**config.mk**
```make
export PLATFORM = sky130hd
export DESIGN_NAME = rank_filter_frame_ctrl
export DESIGN_NICKNAME = d
export VERILOG_FILES = /design/src/rtl/rank_filter_pkg.sv /design/src/rtl/rank_filter_lat_track.sv /design/src/rtl/rank_filter_frame_ctrl.sv
export SDC_FILE = /design/constraint.sdc
export NUM_CORES = 1
export LEC_CHECK = 0
export CAP_MARGIN = 20
export CORE_MARGIN = 3
export CORE_UTILIZATION = 35
export DETAILED_ROUTE_END_ITERATION = 8
export DONT_BUFFER_PORTS = 1
export PLACE_DENSITY = 0.61
export SLEW_MARGIN = 10
export SYNTH_ARGS = -nofsm -noshare
export SYNTH_HDL_FRONTEND = slang
export SYNTH_HIERARCHICAL = 1
export SYNTH_SLANG_ARGS = --single-unit
```
**constraint.sdc**
```tcl
create_clock -name iClk -period 2.4 [get_ports iClk]
set_clock_uncertainty 0.15 [all_clocks]
set_input_delay 0.48 -clock iClk [delete_from_list [all_inputs] [get_ports iClk]]
set_output_delay 0.48 -clock iClk [all_outputs]
set_load 0.005 [all_outputs]
```
**src/rtl/rank_filter_pkg.sv**
```systemverilog
// rtl/rank_filter_pkg.sv - shared types and constants for the rank-order filter frame sequencer
package rank_filter_pkg;

  typedef enum logic [1:0] {
    IDLE  = 2'd0,
    RUN   = 2'd1,
    DRAIN = 2'd2,
    DONE  = 2'd3
  } state_t;

  localparam int ORDER_MIN = 1;
  localparam int ORDER_MAX = 9;
  localparam int ORDER_RST = 5;

  localparam int IMG_W_DEF = 64;
  localparam int IMG_H_DEF = 64;

endpackage

```
**src/rtl/rank_filter_lat_track.sv**
```systemverilog
// rtl/rank_filter_lat_track.sv - enable-gated valid/address delay line matching the datapath latency
module rank_filter_lat_track
  import rank_filter_pkg::*;
#(
  parameter int PIPE_LAT = 4,
  parameter int ADDR_W   = 13
) (
  input  logic              iClk,
  input  logic              iRst_n,
  input  logic              iClr,
  input  logic              iEn,
  input  logic              iValid,
  input  logic [ADDR_W-1:0] iAddr,
  output logic              oValid,
  output logic [ADDR_W-1:0] oAddr,
  output logic              oEmpty
);

  logic [PIPE_LAT-1:0] vld;
  logic [ADDR_W-1:0]   addr [PIPE_LAT];

  // Addresses are left in place on a flush; only the valid bits matter downstream.
  always_ff @(posedge iClk or negedge iRst_n) begin
    if (!iRst_n) begin
      vld <= '0;
      for (int i = 0; i < PIPE_LAT; i++) addr[i] <= '0;
    end else if (iClr) begin
      vld <= '0;
    end else if (iEn) begin
      vld[0]  <= iValid;
      addr[0] <= iAddr;
      for (int i = 1; i < PIPE_LAT; i++) begin
        vld[i]  <= vld[i-1];
        addr[i] <= addr[i-1];
      end
    end
  end

  assign oValid = vld[PIPE_LAT-1];
  assign oAddr  = addr[PIPE_LAT-1];
  assign oEmpty = ~|vld;

endmodule

```
**src/rtl/rank_filter_frame_ctrl.sv**
```systemverilog
// rtl/rank_filter_frame_ctrl.sv - frame sequencer: raster scan, datapath enable, result write tracking
module rank_filter_frame_ctrl
  import rank_filter_pkg::*;
#(
  parameter int IMG_W    = IMG_W_DEF,
  parameter int IMG_H    = IMG_H_DEF,
  parameter int COORD_W  = 6,
  parameter int ADDR_W   = 13,
  parameter int PIPE_LAT = 4,
  parameter int ORDER_W  = 4
) (
  input  logic               iClk,
  input  logic               iRst_n,
  input  logic               iStart,
  input  logic               iAbort,
  input  logic [ORDER_W-1:0] iOrder,
  input  logic               iOutReady,
  output logic               oEn,
  output logic               oIssue,
  output logic [COORD_W-1:0] oRow,
  output logic [COORD_W-1:0] oCol,
  output logic [ORDER_W-1:0] oOrder,
  output logic               oWrite,
  output logic [ADDR_W-1:0]  oWrAddr,
  output logic               oBusy,
  output logic               oDone
);

  localparam logic [COORD_W-1:0] COL_LAST = COORD_W'(IMG_W - 1);
  localparam logic [COORD_W-1:0] ROW_LAST = COORD_W'(IMG_H - 1);

  state_t              state, stateNext;
  logic [COORD_W-1:0]  row, col;
  logic [ADDR_W-1:0]   pixAddr, trkAddr, wrAddrQ;
  logic                trkValid, trkEmpty;
  logic                startAcc, flush, lastPix;
  logic [ORDER_W-1:0]  orderClamp, orderQ;

  assign lastPix = (row == ROW_LAST) && (col == COL_LAST);
  assign pixAddr = {{(ADDR_W - 2*COORD_W){1'b0}}, row, col};

  always_comb begin
    orderClamp = iOrder;
    if (iOrder < ORDER_W'(ORDER_MIN))      orderClamp = ORDER_W'(ORDER_MIN);
    else if (iOrder > ORDER_W'(ORDER_MAX)) orderClamp = ORDER_W'(ORDER_MAX);
  end

  always_ff @(posedge iClk or negedge iRst_n) begin
    if (!iRst_n) state <= IDLE;
    else         state <= stateNext;
  end

  // Abort beats stall: the abort cycle neither enables the datapath nor writes.
  always_comb begin
    stateNext = state;
    oEn       = 1'b0;
    oIssue    = 1'b0;
    startAcc  = 1'b0;
    flush     = 1'b0;
    case (state)
      IDLE: begin
        if (iStart && !iAbort) begin
          startAcc  = 1'b1;
          stateNext = RUN;
        end
      end
      RUN: begin
        if (iAbort) begin
          flush     = 1'b1;
          stateNext = IDLE;
        end else begin
          oEn    = iOutReady;
          oIssue = iOutReady;
          if (iOutReady && lastPix) stateNext = DRAIN;
        end
      end
      DRAIN: begin
        if (iAbort) begin
          flush     = 1'b1;
          stateNext = IDLE;
        end else begin
          oEn = iOutReady;
          if (iOutReady && trkEmpty) stateNext = DONE;
        end
      end
      DONE:    stateNext = IDLE;
      default: stateNext = IDLE;
    endcase
  end

  always_ff @(posedge iClk or negedge iRst_n) begin
    if (!iRst_n) begin
      row <= '0;
      col <= '0;
    end else if (startAcc || flush) begin
      row <= '0;
      col <= '0;
    end else if (oIssue) begin
      if (col == COL_LAST) begin
        col <= '0;
        row <= row + 1'b1;
      end else begin
        col <= col + 1'b1;
      end
    end
  end

  always_ff @(posedge iClk or negedge iRst_n) begin
    if (!iRst_n)       orderQ <= ORDER_W'(ORDER_RST);
    else if (startAcc) orderQ <= orderClamp;
  end

  always_ff @(posedge iClk or negedge iRst_n) begin
    if (!iRst_n)     wrAddrQ <= '0;
    else if (oWrite) wrAddrQ <= trkAddr;
  end

  rank_filter_lat_track #(
    .PIPE_LAT (PIPE_LAT),
    .ADDR_W   (ADDR_W)
  ) uLatTrack (
    .iClk   (iClk),
    .iRst_n (iRst_n),
    .iClr   (flush),
    .iEn    (oEn),
    .iValid (oIssue),
    .iAddr  (pixAddr),
    .oValid (trkValid),
    .oAddr  (trkAddr),
    .oEmpty (trkEmpty)
  );

  assign oWrite  = trkValid & oEn;
  assign oWrAddr = oWrite ? trkAddr : wrAddrQ;
  assign oRow    = row;
  assign oCol    = col;
  assign oOrder  = orderQ;
  assign oBusy   = (state == RUN) || (state == DRAIN);
  assign oDone   = (state == DONE);

endmodule

```
-- After elaboration in Yosys (flattened, before gate mapping)
Index checks and enable logic that the tools add are counted.
- register bits after elaboration: 83
- output and inout port bits: 34
- add/subtract/negate cells: 2
- $lt $le $gt $ge: 2
- equal/unequal tests: 8
- muxes and demuxes: 24
- bitwise gates (word level): 2
- reduce and logical (&&, ||, !) cells: 17
- operator list (operator ; number):
    2-to-1 mux 6 bit ; 6
    2-to-1 mux 4 bit ; 4
    2-to-1 mux 13 bit ; 1
    adder 6 x 1 -> 6 bit, second input constant ; 2
    == test 6 bit, second input constant ; 2
    2-to-1 mux 2 bit ; 5
    one-hot mux 2 bit (4 select lines) ; 1
    2-to-1 mux 1 bit ; 7
    != test 3 bit, second input constant ; 2
    nonzero test 2 bit ; 3
    == test 2 bit, second input constant ; 2
    > comparator 4 bit, second input constant ; 1
    logical AND 1 bit ; 4
    < comparator 4 x 1 -> 1 bit, second input constant ; 1
    AND reduction 2 bit ; 2
    OR reduction 4 bit ; 1
    AND reduction 3 bit ; 1
    == test 2 x 1 -> 1 bit, second input constant ; 1
    zero test 1 bit ; 2
    zero test 2 bit ; 1
    logical OR 1 bit ; 2
    != test 2 bit, second input constant ; 1
    OR reduction 2 bit ; 1
    bitwise AND 1 bit ; 1
    inverter 1 bit ; 1

-- Depth between registers and ports, before layout
- word-level depth: 7
- mapped depth: 8

-- By module
Netlist, hierarchy kept.
- modules (own cells, without submodules) (module ; times used ; cells each ; area an instance (sq um) ; seq. area each (sq um)):
    rank_filter_lat_track ; 1 ; 138 ; 2478.6 ; 1401.3
    rank_filter_frame_ctrl ; 1 ; 146 ; 1546.5 ; 778.2

-- Worst setup path after synthesis
OpenSTA, ideal clock, no wires.
- path type: register -> output
- from: register state[0]
- to: output oWrAddr[10]
- arrival: 1.729 ns
- required time: 1.770 ns
- path slack: 0.041 ns
- stages on the path, launching flop included: 7
- path buffers: 1
- path through: dfrtp_1 > inv_1 > ha_1 > and3_1 > nand2_1 > buf_2 > mux2_2
- longest elaborated chain between the ends: 5
- ends and longest elaborated chain (what ; RTL line ; source):
    start, declared ; rank_filter_frame_ctrl.sv:32 ; state_t state, stateNext;
    start signal, assigned ; rank_filter_frame_ctrl.sv:50 ; else state <= stateNext;
    == test 2 x 1 -> 1 bit / == test 2 bit (equally long branches) ; rank_filter_frame_ctrl.sv:60 ; case (state)
    OR reduction 2 bit (no line) * ; n/a ;
    2-to-1 mux 1 bit * ; n/a ;
    net oEn ; rank_filter_frame_ctrl.sv:18 ; output logic oEn,
    bitwise AND 1 bit * ; rank_filter_frame_ctrl.sv:133 ; assign oWrite = trkValid & oEn;
    2-to-1 mux 13 bit * ; rank_filter_frame_ctrl.sv:134 ; assign oWrAddr = oWrite ? trkAddr : wrAddrQ;
    end, declared ; rank_filter_frame_ctrl.sv:24 ; output logic [ADDR_W-1:0] oWrAddr,
The timed path passes the listed nets; every way through them passes the cells marked *.

-- Worst setup path in the final report
- from: register state[0]
- to: output oWrAddr[2]
- longest elaborated chain between the ends: 5
- ends and longest elaborated chain (what ; RTL line):
    == test 2 x 1 -> 1 bit / == test 2 bit (equally long branches) ; rank_filter_frame_ctrl.sv:60
    OR reduction 2 bit (no line) * ; n/a
    2-to-1 mux 1 bit * ; n/a
    bitwise AND 1 bit * ; rank_filter_frame_ctrl.sv:133
    2-to-1 mux 13 bit * ; rank_filter_frame_ctrl.sv:134
Mark *: on every way between the ends. The rest lies on a longest branch, timed or not.

==> results.cfg <==
[status]
violations = negative hold slack, negative setup slack
status = finished with violations

[logic_synthesis]
avgSynthCellArea_um2 = 14.2
synth_async_sr_flop_share_pct = 100
yosys_warnings = 6
ys_ff_latch = 87
synth_cell_types = 42
synth_edf_count = 0
synthFlopType = dfrtp_1
ys_seq_area_share_pct = 54.1
synth_nets = 300
synthesis.area_um2 = 4030
synth_cells = 284

[clocking]
cts_tree = done
cts.clk_slew.worst_paths_ns = 0.07
cts_num_sinks = 87
root_buffer = clkbuf_16
clk_path_buf_depth = 2
htreeDepth = 3
clock_latency_ns = 0.34
numCtsBuffers = 9

[drt]
top_layer_used = met4
wl_met1_mm = 3.07
vias_per_cell = 4.70
route.met2.wl_mm = 3.15
drt_iter0_drc = 87
vias = 2025
wl_per_cell_um = 15.9
drcViolationCount = 0
firstDrtPassIters = 4
ant_nets = 0
wl_met3_um = 551
routed_wl_mm = 6.85

[setup_path]
max_stage_delay_ns = 0.37
path_buf_inv = 2
crit_start = state[0]
path_class = reg2out
cp_data_arrival_time_ns = 1.81
worst-path-max-fanout = 7
cp_cell_sequence = inv_2 -> ha_4 -> and3_4 -> nand2_8 -> buf_12 -> mux2_4
cp-start-kind = flip-flop
crit_slowest_cell = dfrtp_1
cp-end-kind = output pin
rr_startpoint = state[0]
cp_data_required_time_ns = 1.77
crit_family = flip-flops

[placed_design]
dp_hpwl_mm = 4.38
gp_congestion = 0.814
dp.cells = 408
numPortBuffers = 0

[die]
start_util_pct = 36.5
die_h_um = 113
die_area_um2 = 12800
dieWidth_um = 113
core-area_um2 = 11000
num_rows = 38
io_pins = 43

[sta]
setup_violations = 13
finalCritPeriodShare_pct = 102
worst_slack_ns = -0.0386
fmax_mhz = 410
finalMaxSlewViolations = 0
hold_viol = 87
rsz0062_at_grt = yes
hold_slack_ns = -0.319
period_minus_slack_ns = 2.44

[layout]
fillers = 1023
syn_to_final_growth_pct = 11.7
stdcell_count = 431
mostFrequentLayoutCell = dfrtp_1
mostFrequentLayoutCells = dfrtp_1 (85), mux2_4 (63), nor2_1 (16), nand2_1 (15), buf_4 (10)
seqCellArea_um2 = 2180
nets = 302
layout-drive-gt1-share_pct = 38.1
antenna_cells = 0
multi_input_area_um2 = 1660

[global_route]
grt-ovfl-total = 0
grt_pass1_vias = 2149
antenna_found_initial = 0
gr-usage-all-layers_pct = 11.3
grt_first_pass_wirelength_mm = 11.4
grt_start_max_net_pins = 88

[pwr]
p_per_area_nw_per_um2 = 826
leakagePower_nw = 2.28
ir_drop_uv = 542

[job]
max-cap-violations = 0

[hold_path]
holdCritPathClass = in2async
-- layer usage --
metal	vias to the layer above	global-route usage [%]
met3	7	5.56
met1	991	13.7
met5	-	0
li1	985	-
met4	0	3.93
met2	42	17.7
-- power by group --
| part | total (mW) | internal [mW] | leakage (nW) | switching, mW |
|---|---|---|---|---|
| Clock | 1.37 | 0.735 | 0.146 | 0.634 |
| Sequential | 1.74 | 1.63 | 1.19 | 0.107 |
| Combinational | 0.609 | 0.341 | 0.943 | 0.268 |
-- worst reg2reg max path, cell delays in order, from the launching register on --
cell and delay [ns]:
dfrtp_1 0.37, inv_2 0.06, ha_4 0.26, buf_4 0.11, nand2_1 0.08, inv_1 0.14, nand2b_4 0.18, buf_12 0.26
mux2_2 0.37
-- what timing repair did --
action                     4_1_cts  5_1_grt
gates cloned                     1        0
setup endpoints to repair       13       13
resized for setup               21        0
hold endpoints to repair        87       87
pin swaps                        3        0
buffers inserted                 4        2
-- registers in the layout, indices dropped and copies added, names as in the netlist --
register / flops
uLatTrack/vld: 4
uLatTrack/oAddr: 13
oCol: 6
wrAddrQ: 13
uLatTrack/addr: 39
oOrder: 4
state: 2
oRow: 6
-- synthesized netlist by cell type, types with 6 or more instances --
cell / n / area (µm²)
buf_12: 6 / 120
inv_1: 8 / 30.0
o21ai_0: 7 / 35.0
nand2_1: 16 / 60.1
buf_4: 13 / 97.6
nor2_1: 16 / 60.1
mux2_4: 50 / 751
ha_1: 7 / 87.6
mux2_2: 17 / 191
a21oi_1: 6 / 30.0
dfrtp_1: 85 / 2130
-- area by class of cell --
class	count	share of cell area, %
multi-input cells	166	36.8
flip-flops and latches	87	48.5
inverters	8	0.668
clock inverters	7	1.53
repair buffers	14	3.62
well taps	140	3.90
clock buffers	9	5.01
-- final timing paths --
kind	cells after the start	endpoint	slack [ns]
hold reg to reg	2	oOrder[0]	0.35
max in group asynchronous	0	oOrder[2]	2.24
setup / recovery	6	oWrAddr[2]	-0.04
min in group iClk	2	oOrder[2]	0.11
setup reg to reg	8	uLatTrack/addr[49]	0.30
hold / removal	0	uLatTrack/oAddr[1]	-0.32
-- per-stage QoR --
step	setup TNS, ns	setup slack [ns]	util, %	area, µm²	total power, mW
6_report	-0.392	-0.0386	40.8	4500	3.71
5_1_grt	-1.11	-0.0941	40.8	4500	3.90
4_1_cts	-0.372	-0.0389	40.6	4480	3.76
3_5_place_dp	0	0.148	36.7	4050	2.32
3_3_place_gp	0	0.187	36.7	4050	2.29
2_1_floorplan	0	0.0411	-	4030	2.27
-- cell families (layout without fill, tap and decap cells) --
kind of cell	Yosys count	after routing	synth area share [%]
xor gates and xnor gates	4	4	0.871
muxes	72	72	24.7
and+or+nand+nor	60	60	7.83
adders and majority gates	7	7	2.18
DFF	87	87	54.1
AOI/OAI and AO/OA	22	22	3.45
buffers and inverters	31	38	6.78
other	1	1	0.0932
Power figures use the tool's default switching activity.
